### src/rtl/bit_sync.sv
// rtl/bit_sync.sv - clock-enabled 1-bit synchronizer chain, async active-high reset
module bit_sync #(
    parameter int STAGES = 2
) (
    input  logic clk,
    input  logic i_rst,
    input  logic i_en,
    input  logic i_d,
    output logic o_q
);

    logic [STAGES-1:0] r_chain;

    always_ff @(posedge clk or posedge i_rst) begin
        if (i_rst) begin
            r_chain <= '0;
        end else if (i_en) begin
            r_chain <= {r_chain[STAGES-2:0], i_d};
        end
    end

    assign o_q = r_chain[STAGES-1];

endmodule

### src/rtl/handshake_synchro.sv
// rtl/handshake_synchro.sv - req/ack toggle pulse synchronizer into a tick-enabled slow domain
module handshake_synchro #(
    parameter int SYNC_STAGES = 2
) (
    input  logic clk_fast,
    input  logic reset,
    input  logic clk_slow,
    input  logic pulse_in,
    output logic synchro_out,
    output logic synchro_busy
);

    logic w_slow_sync;
    logic w_tick;
    logic w_accept;
    logic w_req_sync;
    logic w_ack_sync;
    logic w_ev;

    logic r_slow_q;
    logic r_pulse_q;
    logic r_req;
    logic r_req_q;
    logic r_out;

    bit_sync #(.STAGES(SYNC_STAGES)) u_slow_sync (
        .clk   (clk_fast),
        .i_rst (reset),
        .i_en  (1'b1),
        .i_d   (clk_slow),
        .o_q   (w_slow_sync)
    );

    // clk_slow is data here: one tick per rising edge of its synchronized copy
    assign w_tick = w_slow_sync & ~r_slow_q;

    always_ff @(posedge clk_fast or posedge reset) begin
        if (reset) begin
            r_slow_q  <= 1'b0;
            r_pulse_q <= 1'b0;
            r_req     <= 1'b0;
        end else begin
            r_slow_q  <= w_slow_sync;
            r_pulse_q <= pulse_in;
            if (w_accept) begin
                r_req <= ~r_req;
            end
        end
    end

    assign w_accept = pulse_in & ~r_pulse_q & ~synchro_busy;

    bit_sync #(.STAGES(SYNC_STAGES)) u_req_sync (
        .clk   (clk_fast),
        .i_rst (reset),
        .i_en  (w_tick),
        .i_d   (r_req),
        .o_q   (w_req_sync)
    );

    assign w_ev = w_req_sync ^ r_req_q;

    always_ff @(posedge clk_fast or posedge reset) begin
        if (reset) begin
            r_req_q <= 1'b0;
            r_out   <= 1'b0;
        end else if (w_tick) begin
            r_req_q <= w_req_sync;
            r_out   <= w_ev;
        end
    end

    bit_sync #(.STAGES(SYNC_STAGES)) u_ack_sync (
        .clk   (clk_fast),
        .i_rst (reset),
        .i_en  (1'b1),
        .i_d   (w_req_sync),
        .o_q   (w_ack_sync)
    );

    assign synchro_out  = r_out;
    assign synchro_busy = r_req ^ w_ack_sync;

endmodule

### config.mk
export PLATFORM = sky130hd
export DESIGN_NAME = handshake_synchro
export DESIGN_NICKNAME = d
export VERILOG_FILES = /design/src/rtl/bit_sync.sv /design/src/rtl/handshake_synchro.sv
export SDC_FILE = /design/constraint.sdc
export NUM_CORES = 1
export LEC_CHECK = 0
export ABC_AREA = 1
export BUFFER_PORTS_ARGS = -buffer_cell sky130_fd_sc_hd__buf_2
export CORE_AREA = 2 2 39 41
export DETAILED_ROUTE_END_ITERATION = 7
export DIE_AREA = 0 0 41 43
export SLEW_MARGIN = 25
export SYNTH_ARGS = -nofsm -noshare
export SYNTH_HDL_FRONTEND = slang
export SYNTH_SLANG_ARGS = --single-unit
### constraint.sdc
create_clock -name clk_fast -period 1 [get_ports clk_fast]
set_input_delay 0.05 -clock clk_fast [delete_from_list [all_inputs] [get_ports clk_fast]]
set_output_delay 0.05 -clock clk_fast [all_outputs]
set_load 0.01 [all_outputs]
==> results.sh <==
export IMPL_worstHoldPathType="in2async"
export IMPL_finalCritPeriodShare=0.994
export IMPL_area_growth_pct=26.0
export IMPL_n_antenna_cell=0
export IMPL_syn_area_um2=389
export IMPL_worstPathRequired_ps=950
export IMPL_hold_ws_ps=297
export IMPL_drt_total_wl_um=579
export IMPL_path_max_fanout=2
export IMPL_syn_inst=37
export IMPL_cts_tree="built"
export IMPL_netlist_top_cells_area="dfrtp_1 (71%), nand2_1 (9.6%), inv_1 (6.8%)"
export IMPL_root_buffer="clkbuf_4"
export IMPL_synth_area_per_cell_um2=10.5
export IMPL_power_density_nw_per_um2=2010
export IMPL_synth_edff_count=0
export IMPL_rows=14
export IMPL_cp_start_kind="flip-flop"
export IMPL_wl_per_cell_um=8.91
export IMPL_max_freq_ghz=1.01
export IMPL_design_core_area_um2=1380
export IMPL_insertion_delay_ps=270
export IMPL_hpwlAfterDp_um=421
export IMPL_die_area_um2=1760
export IMPL_start_util=0.281
export IMPL_final_max_slew_viol_count=0
export IMPL_antenna_found_initial=0
export IMPL_synth_async_reset_ratio=1.00
export IMPL_multiInputGateArea_um2=83.8
export IMPL_rr_worst_depth=4
export IMPL_hold_viol_final=0
export IMPL_ys_warn_count=0
export IMPL_ys_flop_type="dfrtp_1"
export IMPL_rrSetupSlack_ps=220
export IMPL_rsz0062_at_grt="true"
export IMPL_die_h_um=43
export IMPL_clk_pin_slew_worst_paths_ps=60
export IMPL_port_buffers=5
export IMPL_track_usage=0.106
export IMPL_fin_nets=54
export IMPL_r2r_start="u_slow_sync.r_chain[1]$_DFF_PP0_"
export IMPL_via_per_inst=4.11
export IMPL_worst_pin_slew_ps=396
export IMPL_ys_seq_area_frac=0.707
export IMPL_drt_initial_drc_count=2
export IMPL_final_seq_area_um2=275
export IMPL_setup_violations_final=0
export IMPL_post_cts_setup_buffers=0
export IMPL_r2r_end="synchro_out$_DFFE_PP0P_"
export IMPL_critPathCaptureType="primary output"
export IMPL_synth_seq_cells=11
export IMPL_grt_pass1_vias=273
export IMPL_grt_max_degree=12
export IMPL_grt_pass1_wl_um=1080
export IMPL_drv_cap=0
export IMPL_synth_top_area_cell="dfrtp_1"
export IMPL_syn_num_nets=41
export IMPL_crit_type="reg2out"
export IMPL_place_gp_congestion=0.731
export IMPL_finClkSkew_ps=4.41
export IMPL_relSlewSlack=0.736
export IMPL_dr_pass1_iters=2
export IMPL_crit_arrival_ps=940
export IMPL_fillCellCount=136
export IMPL_status="complete, no violations"
export IMPL_h_tree_depth=1
export IMPL_ioPinCount=6
export IMPL_period_minus_slack_ps=994
export IMPL_crit_path_start="r_req$_DFFE_PP0P_"
export IMPL_drive_gt1_frac=0.204
export IMPL_die_w_um=41
export IMPL_synthTopCellsByCount="dfrtp_1 (11), nand2_1 (10), inv_1 (7)"
export IMPL_power_w=0.000987
export IMPL_ctsLongestPathBuffers=2
export IMPL_cts_buffers=3
export IMPL_ant_nets=0
export IMPL_yosysMostFrequentCell="dfrtp_1"
export IMPL_synth_cell_types=10
export IMPL_overflow=0
export IMPL_leakagePower_nw=0.257
export IMPL_drcViolationCount=0
export IMPL_ir_worst_vdd_mv=0.979
export IMPL_netlist_area_leader_share=0.707
export IMPL_cts_sinks=11
export IMPL_vias=267
## through the flow
| stage | std cells | utilization | TNS, ps | setup WS [ps] | instance area (µm²) |
|---|---|---|---|---|---|
| final | 65 | 0.354 | 0 | 5.79 | 490 |
| after global routing | 65 | 0.354 | -60.3 | -60.3 | 490 |
| after CTS | 65 | 0.354 | -10.8 | -10.8 | 490 |
| after detailed placement | 58 | 0.314 | 0 | 224 | 434 |
| after global placement | 58 | 0.314 | 0 | 238 | 434 |
| after floorplan | 37 | - | 0 | 293 | 389 |
## state kept, by name (all words and copies together), names as in the netlist
register             cells
r_req                    1
synchro_out              1
r_req_q                  1
r_slow_q                 1
u_slow_sync.r_chain      2
r_pulse_q                1
u_req_sync.r_chain       2
u_ack_sync.r_chain       2
## power breakdown
group	total [W]	switching [W]	internal [W]	leakage, nW
registers	0.000550	0.0000382	0.000511	0.131
logic	0.000146	0.0000813	0.0000646	0.111
clock network	0.000291	0.000137	0.000154	0.0150
total	0.000987	0.000257	0.000730	0.257
## cell type report
cell class,instances,area share
repair buffers,8,0.112
well taps,16,0.0408
inverters,8,0.0612
multi-input cells,18,0.171
clock buffers,4,0.0536
flip-flops and latches,11,0.561
## worst max-delay path by stage
stage                                              endpoint  slack, ps  cells after the start
final                                          synchro_busy          6                      2
after global routing                           synchro_busy        -60                      2
after CTS                                      synchro_busy        -10                      2
after detailed placement  u_req_sync.r_chain[1]$_DFFE_PP0P_        220                      3
after global placement    u_req_sync.r_chain[1]$_DFFE_PP0P_        240                      3
after floorplan                         r_req_q$_DFFE_PP0P_        290                      4
## logic make-up after synthesis
family | synth area share
AND/OR/NAND/NOR | 0.154
flip-flops | 0.707
buffers and inverters | 0.0772
AO/OA/AOI/OAI | 0.0386
XOR/XNOR | 0.0225
## worst max-delay path: stages (launching register included)
cell and delay, ps:
dfrtp_1 390, xor2_1 160, buf_2 130
## per-layer routing
layer  global-route usage  wire length, µm
met1                0.103              244
met2                0.138              256
met3               0.0942               56
met4               0.0800               22
met5                    0                0
## cells in the final DEF, fill, tap and decap left out, drive strengths merged
cell,n
xor2,1
dlygate4sd3,3
nand2,11
nor2,1
dfrtp,11
buf,5
nand3,2
inv,7
clkinv,1
clkbuf,4
o21ai,3
## repair_timing
action	in CTS	in global routing
endpoints found under the hold margin	13	0
hold buffers	3	0
resized for setup	0	0
endpoints found under the setup margin	1	1
Power figures use the tool's default switching activity.
